[config.mk]
export PLATFORM = sky130hd
export DESIGN_NAME = usb_fs_tx
export DESIGN_NICKNAME = d
export VERILOG_FILES = /design/src/rtl/usb_pkg.sv /design/src/rtl/usb_crc16.sv /design/src/rtl/usb_fs_tx.sv
export SDC_FILE = /design/constraint.sdc
export NUM_CORES = 1
export LEC_CHECK = 0
export ABC_AREA = 1
export CAP_MARGIN = 20
export CORE_ASPECT_RATIO = 2
export CORE_MARGIN = 1
export CORE_UTILIZATION = 57
export CTS_CLUSTER_SIZE = 12
export DETAILED_ROUTE_END_ITERATION = 12
export DONT_BUFFER_PORTS = 1
export PLACE_DENSITY_LB_ADDON = 0.12
export SYNTH_ARGS = -nofsm -noshare
export SYNTH_HDL_FRONTEND = slang
export SYNTH_SLANG_ARGS = --single-unit
[constraint.sdc]
create_clock -name clock -period 1.95 [get_ports clock]
set_input_delay 0.39 -clock clock [delete_from_list [all_inputs] [get_ports clock]]
set_output_delay 0.39 -clock clock [all_outputs]
set_load 0.005 [all_outputs]
[src/rtl/usb_pkg.sv]
// Shared definitions for the USB full-speed transmitter: line states, PIDs,
// CRC16 constants, the transmit state type and small bit-level helpers.
package usb_pkg;

  // {dp, dn}
  localparam logic [1:0] LINE_J   = 2'b10;
  localparam logic [1:0] LINE_K   = 2'b01;
  localparam logic [1:0] LINE_SE0 = 2'b00;

  localparam logic [7:0] PID_OUT   = 8'hE1;
  localparam logic [7:0] PID_IN    = 8'h69;
  localparam logic [7:0] PID_SETUP = 8'h2D;
  localparam logic [7:0] PID_DATA0 = 8'hC3;
  localparam logic [7:0] PID_DATA1 = 8'h4B;
  localparam logic [7:0] PID_ACK   = 8'hD2;
  localparam logic [7:0] PID_NAK   = 8'h5A;

  localparam logic [15:0] CRC16_POLY      = 16'h8005;
  localparam logic [15:0] CRC16_POLY_REFL = 16'hA001;
  localparam logic [15:0] CRC16_INIT      = 16'hFFFF;
  localparam logic [15:0] CRC16_RESIDUAL  = 16'h800D;

  typedef enum logic [2:0] {
    ST_IDLE  = 3'd0,
    ST_SYNC  = 3'd1,
    ST_DATA  = 3'd2,
    ST_CRC   = 3'd3,
    ST_ABORT = 3'd4,
    ST_EOP   = 3'd5,
    ST_EOP_J = 3'd6
  } tx_state_t;

  // Reflected (LSB-first) CRC16 update for one data bit.
  function automatic logic [15:0] crc16_step(input logic [15:0] crc, input logic din);
    logic fb;
    fb = crc[0] ^ din;
    crc16_step = {1'b0, crc[15:1]} ^ (fb ? CRC16_POLY_REFL : 16'h0000);
  endfunction

  function automatic logic [1:0] nrzi_toggle(input logic [1:0] line);
    nrzi_toggle = (line == LINE_J) ? LINE_K : LINE_J;
  endfunction

endpackage

[src/rtl/usb_crc16.sv]
// One-bit-per-clock serial CRC16 (reflected, poly 0x8005, init 0xFFFF)
// with synchronous clear and advance enable.
module usb_crc16
  import usb_pkg::*;
(
  input  logic        clock,
  input  logic        reset_n,
  input  logic        clear,
  input  logic        enable,
  input  logic        data_in,
  output logic [15:0] crc
);

  // LFSR register; clear wins over enable
  always_ff @(posedge clock or negedge reset_n) begin
    if (!reset_n) begin
      crc <= CRC16_INIT;
    end else if (clear) begin
      crc <= CRC16_INIT;
    end else if (enable) begin
      crc <= crc16_step(crc, data_in);
    end else begin
      crc <= crc;
    end
  end

endmodule

[src/rtl/usb_fs_tx.sv]
// USB full-speed serial transmitter: SYNC, NRZI, bit stuffing, EOP, underrun abort.
// Define USB_TX_CRC16_EN to append a CRC16 over all bytes after the PID.
module usb_fs_tx
  import usb_pkg::*;
#(
  parameter int CLKS_PER_BIT = 4,
  parameter int SYNC_BITS    = 8,
  parameter int STUFF_LIMIT  = 6,
  parameter int EOP_SE0_BITS = 2
) (
  input  logic       clock,
  input  logic       reset_n,
  input  logic       tx_valid,
  input  logic [7:0] tx_data,
  input  logic       tx_last,
  output logic       tx_ready,
  output logic       usb_dp_out,
  output logic       usb_dn_out,
  output logic       usb_oe,
  output logic       busy,
  output logic       underrun
);

  localparam int TW = (CLKS_PER_BIT > 1) ? $clog2(CLKS_PER_BIT) : 1;
  localparam int SW = $clog2(STUFF_LIMIT + 1);
  localparam logic [TW-1:0] TICK_LAST = TW'(CLKS_PER_BIT - 1);
  localparam logic [SW-1:0] STUFF_MAX = SW'(STUFF_LIMIT);
  localparam logic [7:0] SYNC_LEN  = 8'(SYNC_BITS);
  localparam logic [7:0] ABORT_LEN = 8'(STUFF_LIMIT + 1);
  localparam logic [7:0] EOP_LEN   = 8'(EOP_SE0_BITS);
  localparam logic [7:0] BYTE_LEN  = 8'd8;

  tx_state_t     state, state_d;
  logic [TW-1:0] tick_cnt, tick_cnt_d;
  logic [7:0]    bit_cnt, bit_cnt_d;
  logic [SW-1:0] stuff_cnt, stuff_cnt_d;
  logic [7:0]    shreg, shreg_d;
  logic          last, last_d;
  logic [1:0]    line, line_d;
  logic          oe, oe_d;
  logic          busy_r, busy_d;
  logic          ready, ready_d;
  logic          underrun_r, underrun_d;
  logic          emit, emit_bit, tick;

`ifdef USB_TX_CRC16_EN
  localparam logic [7:0] CRC_LEN = 8'd16;
  logic          first, first_d;
  logic [15:0]   crc_sh, crc_sh_d;
  logic          crc_clear, crc_enable;
  logic [15:0]   crc;

  usb_crc16 u_crc (
    .clock   (clock),
    .reset_n (reset_n),
    .clear   (crc_clear),
    .enable  (crc_enable),
    .data_in (emit_bit),
    .crc     (crc)
  );
`endif

  assign tick       = (tick_cnt == TICK_LAST);
  assign tx_ready   = ready;
  assign usb_dp_out = line[1];
  assign usb_dn_out = line[0];
  assign usb_oe     = oe;
  assign busy       = busy_r;
  assign underrun   = underrun_r;

  // State and datapath registers
  always_ff @(posedge clock or negedge reset_n) begin
    if (!reset_n) begin
      state      <= ST_IDLE;
      tick_cnt   <= '0;
      bit_cnt    <= '0;
      stuff_cnt  <= '0;
      shreg      <= '0;
      last       <= 1'b0;
      line       <= LINE_J;
      oe         <= 1'b0;
      busy_r     <= 1'b0;
      ready      <= 1'b0;
      underrun_r <= 1'b0;
`ifdef USB_TX_CRC16_EN
      first      <= 1'b0;
      crc_sh     <= '0;
`endif
    end else begin
      state      <= state_d;
      tick_cnt   <= tick_cnt_d;
      bit_cnt    <= bit_cnt_d;
      stuff_cnt  <= stuff_cnt_d;
      shreg      <= shreg_d;
      last       <= last_d;
      line       <= line_d;
      oe         <= oe_d;
      busy_r     <= busy_d;
      ready      <= ready_d;
      underrun_r <= underrun_d;
`ifdef USB_TX_CRC16_EN
      first      <= first_d;
      crc_sh     <= crc_sh_d;
`endif
    end
  end

  // Next-state logic: each bit boundary selects the symbol for the following bit time
  always_comb begin
    state_d     = state;
    tick_cnt_d  = tick_cnt;
    bit_cnt_d   = bit_cnt;
    stuff_cnt_d = stuff_cnt;
    shreg_d     = shreg;
    last_d      = last;
    line_d      = line;
    oe_d        = oe;
    busy_d      = busy_r;
    underrun_d  = 1'b0;
    emit        = 1'b0;
    emit_bit    = 1'b0;
`ifdef USB_TX_CRC16_EN
    first_d     = first;
    crc_sh_d    = crc_sh;
    crc_clear   = 1'b0;
    crc_enable  = 1'b0;
`endif
    if (state == ST_IDLE) begin
      tick_cnt_d = '0;
      if (tx_valid && ready) begin
        state_d     = ST_SYNC;
        shreg_d     = tx_data;
        last_d      = tx_last;
        bit_cnt_d   = 8'd1;
        stuff_cnt_d = '0;
        oe_d        = 1'b1;
        busy_d      = 1'b1;
        line_d      = LINE_J;
        emit        = 1'b1;
        emit_bit    = (SYNC_LEN == 8'd1);
`ifdef USB_TX_CRC16_EN
        crc_clear   = 1'b1;
        first_d     = 1'b1;
`endif
      end else begin
        line_d = LINE_J;
      end
    end else begin
      tick_cnt_d = tick ? '0 : tick_cnt + TW'(1);
      if (!tick) begin
        state_d = state;
      end else if ((state == ST_SYNC || state == ST_DATA || state == ST_CRC) &&
                   stuff_cnt == STUFF_MAX) begin
        line_d      = nrzi_toggle(line);
        stuff_cnt_d = '0;
      end else begin
        case (state)
          ST_SYNC: begin
            if (bit_cnt < SYNC_LEN) begin
              emit      = 1'b1;
              emit_bit  = (bit_cnt == SYNC_LEN - 8'd1);
              bit_cnt_d = bit_cnt + 8'd1;
            end else begin
              state_d   = ST_DATA;
              emit      = 1'b1;
              emit_bit  = shreg[0];
              shreg_d   = {1'b0, shreg[7:1]};
              bit_cnt_d = 8'd1;
            end
          end
          ST_DATA: begin
            if (bit_cnt < BYTE_LEN) begin
              emit      = 1'b1;
              emit_bit  = shreg[0];
              shreg_d   = {1'b0, shreg[7:1]};
              bit_cnt_d = bit_cnt + 8'd1;
`ifdef USB_TX_CRC16_EN
              crc_enable = !first;
`endif
            end else if (last) begin
`ifdef USB_TX_CRC16_EN
              state_d   = ST_CRC;
              emit      = 1'b1;
              emit_bit  = ~crc[0];
              crc_sh_d  = {1'b0, ~crc[15:1]};
              bit_cnt_d = 8'd1;
`else
              state_d   = ST_EOP;
              line_d    = LINE_SE0;
              bit_cnt_d = 8'd1;
`endif
            end else if (tx_valid && ready) begin
              emit      = 1'b1;
              emit_bit  = tx_data[0];
              shreg_d   = {1'b0, tx_data[7:1]};
              last_d    = tx_last;
              bit_cnt_d = 8'd1;
`ifdef USB_TX_CRC16_EN
              crc_enable = 1'b1;
              first_d    = 1'b0;
`endif
            end else begin
              state_d    = ST_ABORT;
              underrun_d = 1'b1;
              bit_cnt_d  = 8'd1;
            end
          end
          ST_CRC: begin
`ifdef USB_TX_CRC16_EN
            if (bit_cnt < CRC_LEN) begin
              emit      = 1'b1;
              emit_bit  = crc_sh[0];
              crc_sh_d  = {1'b0, crc_sh[15:1]};
              bit_cnt_d = bit_cnt + 8'd1;
            end else begin
              state_d   = ST_EOP;
              line_d    = LINE_SE0;
              bit_cnt_d = 8'd1;
            end
`else
            state_d   = ST_EOP;
            line_d    = LINE_SE0;
            bit_cnt_d = 8'd1;
`endif
          end
          // Holding the level past the stuff limit marks the packet as bad
          ST_ABORT: begin
            if (bit_cnt < ABORT_LEN) begin
              bit_cnt_d = bit_cnt + 8'd1;
            end else begin
              state_d   = ST_EOP;
              line_d    = LINE_SE0;
              bit_cnt_d = 8'd1;
            end
          end
          ST_EOP: begin
            if (bit_cnt < EOP_LEN) begin
              bit_cnt_d = bit_cnt + 8'd1;
            end else begin
              state_d   = ST_EOP_J;
              line_d    = LINE_J;
              bit_cnt_d = 8'd1;
            end
          end
          ST_EOP_J: begin
            state_d   = ST_IDLE;
            line_d    = LINE_J;
            oe_d      = 1'b0;
            busy_d    = 1'b0;
            bit_cnt_d = '0;
          end
          default: begin
            state_d   = ST_IDLE;
            line_d    = LINE_J;
            oe_d      = 1'b0;
            busy_d    = 1'b0;
            bit_cnt_d = '0;
          end
        endcase
      end
    end
    if (emit) begin
      line_d      = emit_bit ? line_d : nrzi_toggle(line_d);
      stuff_cnt_d = emit_bit ? stuff_cnt_d + SW'(1) : '0;
    end else begin
      stuff_cnt_d = stuff_cnt_d;
    end
    // Ready is registered one cycle early so it is high exactly in the byte-end cycle
    ready_d = (state_d == ST_IDLE) ||
              (state_d == ST_DATA && !last_d && tick_cnt_d == TICK_LAST &&
               bit_cnt_d == BYTE_LEN && stuff_cnt_d != STUFF_MAX);
  end

endmodule

==> results of run 1 <==
stage by stage:
step	hold WS, ns	instance area (um2)
floorplan	0.0944	2120
global placement	0.0950	2340
detailed placement	0.0951	2340
CTS	0.233	2500
global route	0.230	2730
finish	0.229	2730
registers in the layout, summed over array words and instances, names as in the netlist:
signal     flops
line           2
busy           1
stuff_cnt      3
bit_cnt        8
shreg          8
tx_ready       1
state          3
tick_cnt       2
last           1
underrun       1
where the power goes:
| part | internal, W | switching, W | total (W) |
|---|---|---|---|
| sequential | 0.000736 | 0.0000729 | 0.000809 |
| combinational | 0.000471 | 0.000670 | 0.00114 |
| clock | 0.000285 | 0.000251 | 0.000535 |
kinds of logic after synthesis:
family / after synthesis / synth area share [%]
simple gates: 154 / 35.8
mux: 1 / 0.473
fa+ha+maj: 3 / 1.77
buf+inv: 47 / 9.34
compound gates: 56 / 17.0
flops: 30 / 35.5
what timing repair did:
action,4_1_cts,5_1_grt
pin swaps,3,19
hold buffers,2,0
endpoints found under the hold margin,30,0
setup endpoints to repair,1,4
gates resized for setup,10,27
gates cloned,0,1
buffers inserted,0,16
how the worst max path moves through the flow:
stage	endpoint	slack, ns	depth (start not counted)	from
2_1_floorplan	tx_ready$_DFF_PN0_	0.07	13	state[0]$_DFF_PN0_
3_3_place_gp	tx_ready$_DFF_PN0_	-0.13	13	bit_cnt[5]$_DFF_PN0_
3_5_place_dp	tx_ready$_DFF_PN0_	-0.16	13	bit_cnt[5]$_DFF_PN0_
4_1_cts	tx_ready$_DFF_PN0_	0.001	12	bit_cnt[0]$_DFF_PN0_
5_1_grt	tx_ready$_DFF_PN0_	-0.07	12	state[1]$_DFF_PN0_
6_report	tx_ready$_DFF_PN0_	0.02	10	state[1]$_DFF_PN0_
metal layers:
metal	GRT usage (%)	up-vias
li1	-	1035
met1	29.6	1043
met2	58.4	80
met3	5.77	30
met4	26.2	0
met5	0	-
area by class of cell:
cell class,count,area [um2]
flip-flops and latches,30,754
clock buffers,7,86.3
multi-input cells,214,1280
clock inverters,1,5.00
inverters,42,170
repair buffers,44,375
well taps,49,61.3
fillers,284,840
cells in the final DEF (no fill, tap or decap), types with 7 or more instances in the layout:
cell type / instances
nor2_4: 7
buf_4: 40
inv_1: 35
nand3_1: 24
nand2_2: 10
o21ai_0: 24
nand2_1: 74
nor2_1: 13
dfrtp_1: 27
==> impl_metrics.env, run 1 <==
export IMPL_yosys_top_cells_area="dfrtp_1, nand2_1, nand3_1"
export IMPL_vias=2188
export IMPL_dr_wl_met2_um=3590
export IMPL_yosysSeqAreaShare_pct=35.5
export IMPL_num_rows=31
export IMPL_rsz0062_at_grt="yes"
export IMPL_grt_pass1_vias=2050
export IMPL_routedWlPerCell_um=16.5
export IMPL_htreeDepth=2
export IMPL_drt_wl_total_um=6380
export IMPL_synth_top_area_share_pct=34.3
export IMPL_track_usage_pct=32.4
export IMPL_overflow=0
export IMPL_synth_largest_area_cell="dfrtp_1"
export IMPL_die_x_um=45.1
export IMPL_fmax_ghz=0.518
export IMPL_avgSynthCellArea_um2=7.27
export IMPL_worstMarginPinSlew_ns=0.258
export IMPL_core_area_um2=3570
export IMPL_numCtsBuffers=5
export IMPL_cp_slowest_cell="dfrtp_2"
export IMPL_r2r_cells=10
export IMPL_place_hpwl_um=4420
export IMPL_cpMostUsedCell="nor2_4"
export IMPL_drive_gt1_share_pct=33.7
export IMPL_initial_core_util_pct=59.3
export IMPL_synth_edff_count=0
export IMPL_critical_path_buf_inv_count=2
export IMPL_antenna_found_initial=0
export IMPL_route_detailed_drc=0
export IMPL_cts_tree="done"
export IMPL_die_area_um2=3970
export IMPL_grt_first_pass_wirelength_um=9090
export IMPL_synth_ff_type="dfrtp_1"
export IMPL_async_flop_share_pct=100
export IMPL_maxSlewHeadroom_pct=82.6
export IMPL_clk_insertion_delay_late_ns=0.29
export IMPL_fin_crit_sh_pct=99.0
export IMPL_met3WireLength_um=248
export IMPL_diodes=0
export IMPL_fin_crit_ns=1.93
export IMPL_syn_num_nets=306
export IMPL_cp_arrival_ns=2.16
export IMPL_r2r_slack_ns=0.02
export IMPL_dieHeight_um=88.2
export IMPL_layout_setup_ws_ns=0.0193
export IMPL_root_buffer="clkbuf_8"
export IMPL_wl_met1_um=2170
export IMPL_fin_util_pct=76.5
export IMPL_hp_start="tx_data[7]"
export IMPL_r2r_end="tx_ready$_DFF_PN0_"
export IMPL_io_buffers=0
export IMPL_cp_data_required_time_ns=2.18
export IMPL_hold_end="shreg[7]$_DFFE_PN0P_"
export IMPL_final_max_slew_viol_count=0
export IMPL_cp_top_family="simple AND/OR/NAND/NOR gates"
export IMPL_clock_sinks=30
export IMPL_critPathLaunchType="flip-flop"
export IMPL_syn_area_um2=2120
export IMPL_synth_cells=291
export IMPL_final_cells=387
export IMPL_ys_ff_latch=30
export IMPL_drt_iter0_drc=55
export IMPL_area_delta_synth_final_pct=29.0
export IMPL_min_path_cells=2
export IMPL_finalClockSkew_ns=0.00620
export IMPL_max_stage_delay_ns=0.46
export IMPL_p_leak_nw=1.40
export IMPL_cts_reportedPaths_clkPinSlew_ns=0.07
export IMPL_p_per_area_nw_per_um2=911
export IMPL_path_class="reg -> reg"
export IMPL_clock_tree_buffer_depth=2
export IMPL_nets=352
export IMPL_final_antenna_net_count=0
export IMPL_r2r_start="state[1]$_DFF_PN0_"
export IMPL_pre_cts_ws_ns=-0.157
export IMPL_path_cells="nor2_4, nand2_8, inv_6, buf_4, nor2_4, o22ai_1, nand4_1, nor2_1, nand3_1, nand2_1"
export IMPL_dp_cells=360
export IMPL_top_layer_used="met4"
export IMPL_ir_drop_uv=1030
export IMPL_min_path_type="in -> reg"
export IMPL_synth_cell_types=34
export IMPL_grt_max_degree=31
export IMPL_synth_common_cells="nand2_1, inv_1, dfrtp_1, nand3_1, o21ai_0"
export IMPL_drt_pass1_iterations=4
export IMPL_fin_setup_tns_ns=0
export IMPL_yosys_warnings=0
export IMPL_hold_violations=0
export IMPL_maxCapViolations=0
export IMPL_ios=18
export IMPL_cp_max_fo=9
export IMPL_place_congestion=0.967
export IMPL_yosysMostFrequentCell="nand2_1"
export IMPL_avgViaCountPerCell=5.65
export IMPL_outcome="finished clean"
export IMPL_endpoint_kind="flip-flop"
export IMPL_power_w=0.00248
export IMPL_setup_viol=0
Power figures use the tool's default switching activity.
==> run 2, diff against run 1 <==
--- a/config.mk
+++ b/config.mk
@@ -10,6 +10,7 @@
 export CORE_ASPECT_RATIO = 2
 export CORE_MARGIN = 1
 export CORE_UTILIZATION = 57
+export CTS_CLUSTER_DIAMETER = 100
 export CTS_CLUSTER_SIZE = 12
 export DETAILED_ROUTE_END_ITERATION = 12
 export DONT_BUFFER_PORTS = 1
==> results of run 2 <==
Final layout, timing and power as in run 1 (identical DEF).
==> RTL change: new RTL, config.mk and constraints of run 1 <==
Take the reset off `shreg` and load it in a clocked block of its own.
--- a/src/rtl/usb_fs_tx.sv
+++ b/src/rtl/usb_fs_tx.sv
@@ -75,7 +75,6 @@
       tick_cnt   <= '0;
       bit_cnt    <= '0;
       stuff_cnt  <= '0;
-      shreg      <= '0;
       last       <= 1'b0;
       line       <= LINE_J;
       oe         <= 1'b0;
@@ -91,7 +90,6 @@
       tick_cnt   <= tick_cnt_d;
       bit_cnt    <= bit_cnt_d;
       stuff_cnt  <= stuff_cnt_d;
-      shreg      <= shreg_d;
       last       <= last_d;
       line       <= line_d;
       oe         <= oe_d;
@@ -103,6 +101,10 @@
       crc_sh     <= crc_sh_d;
 `endif
     end
+  end
+
+  always_ff @(posedge clock) begin
+    shreg <= shreg_d;
   end
 
   // Next-state logic: each bit boundary selects the symbol for the following bit time
Check against the original RTL: same outputs for any inputs over 10 cycles, from zero or initial values and one cycle with reset_n low; that may be too few to reach the edited logic, so the function may still have changed.
==> RTL change against run 1 <==
Final area down 11%; wire length down 15%; sequential cell count unchanged; die area down 6.1%; total power down 11%; core utilization down 3.5 points; first-iteration DRC count up 16%; area after synthesis down 6.3%; setup slack worse by 0.0029 ns; largest cell class unchanged.
==> RTL change: results (changes against run 1) <==
* Status: finished, final reports clean
* Final worst clock skew at 0.00745 ns (+0.00125 ns)
* Avg Vias per Cell at 5.74 (+1.5%)
* Mux contribution to synthesized area at 0% (-0.47 points)
* Worst hold path startpoint: tx_data[6]
* Maximum vdd ir drop at 0.761 mV (-26%)
* Achievable frequency at 0.517 GHz (-0.15%)
* Distinct cells, synth at 33 (-2.9%)
* Via count of the first global-routing pass at 1,970 (-3.9%)
* Count of flip-flops with a built-in enable after synthesis at 8 (+8)
* Post-layout nets at 325 (-7.7%)
* Maximum number of pins on one net before global-route repair at 23 (-26%)
* Clock-cell share at 4.36% (+1.0 points)
* Number of signal-net inverters in the final layout at 36 (-14%)
* Hpwl dp at 4.14 mm (-6.4%)
* Setup slack at placement at -0.119 ns (+0.0389 ns)
* Reg2reg path depth at 12 (+2)
* Buffers, non-clock at 28 (-36%)
* Fraction of the mapped netlist area in compound gates at 11.8% (-5.2 points)
* Most numerous cell types in the synthesized netlist: sky130_fd_sc_hd__nand2_1 (88), sky130_fd_sc_hd__inv_1 (30), sky130_fd_sc_hd__nor2_1 (29)
* Hold Path Sink: shreg[6]$_DFFE_PP_
* Fraction of synthesis flops using an asynchronous set or reset pin at 73.3% (-27 points)
* Highest fanout seen on the critical path at 8 (-1)
* Fillers at 263 (-7.4%)
* Leakage power figure at 0.00123 µW (-12%)
* Part of the Yosys area used for sequential elements at 40.0% (+4.4 points)
* Global-route usage over all layers at 32.3% (-0.10 points)
* Starting DRC count in detailed routing at 64 (+16%)
* Sequential fraction of total cell area at 32.6% (+5.0 points)
* Ratio of cells with drive above 1 in the final layout at 24.8% (-9.0 points)
* Signal buf overhead at 9.54% (-4.2 points)
RTL change: changes by cell type in the layout (fill, tap and decap cells not counted), moves of 6 or more:
cell / change
sky130_fd_sc_hd__buf_4: -14
sky130_fd_sc_hd__nand2_1: +12
sky130_fd_sc_hd__dfrtp_1: -9
sky130_fd_sc_hd__nor2_1: +9
sky130_fd_sc_hd__o21ai_0: -9
sky130_fd_sc_hd__edfxtp_1: +8
sky130_fd_sc_hd__a31oi_1: +6
RTL change: cell families (layout without fill, tap and decap cells):
logic type / count (synthesis) / count (layout)
AND/OR/NAND/NOR: 164 / 164
AO/OA/AOI/OAI: 42 / 42
buffers and inverters: 40 / 72
flip-flops: 30 / 30
adder cells (fa/ha/maj): 3 / 3
RTL change: power breakdown:
part,total (µW),internal (µW),switching (µW)
Sequential,804,743,60.7
Combinational,786,304,482
Clock,624,382,242
Total,2210,1430,785
RTL change: per-layer routing:
metal / track usage, % / share of wire, % / wire length [µm] / vias to the layer above
met5: 0 / 0 / 0 / -
li1: - / - / - / 965
met1: 30.9 / 35 / 1870 / 898
met3: 4.47 / 4.1 / 222 / 28
met4: 21.3 / 6.1 / 331 / 0
met2: 59.7 / 55 / 2970 / 78
RTL change: repair_timing:
| item | in CTS | in global routing |
|---|---|---|
| hold buffers | 1 | 0 |
| gates resized for setup | 13 | 16 |
| hold endpoints to repair | 22 | 0 |
| buffers inserted | 5 | 5 |
| pin swaps | 9 | 11 |
| setup endpoints to repair | 1 | 11 |
RTL change: through the flow:
step                      cell area [µm²]  hold slack (ns)  instances  total power, µW
after floorplan                      1990           0.0944        279             1260
after global placement               2120           0.0948        323             1460
after detailed placement             2120           0.0948        323             1460
after CTS                            2320            0.330        337             2140
after global routing                 2440            0.328        343             2320
final                                2440            0.330        343             2210
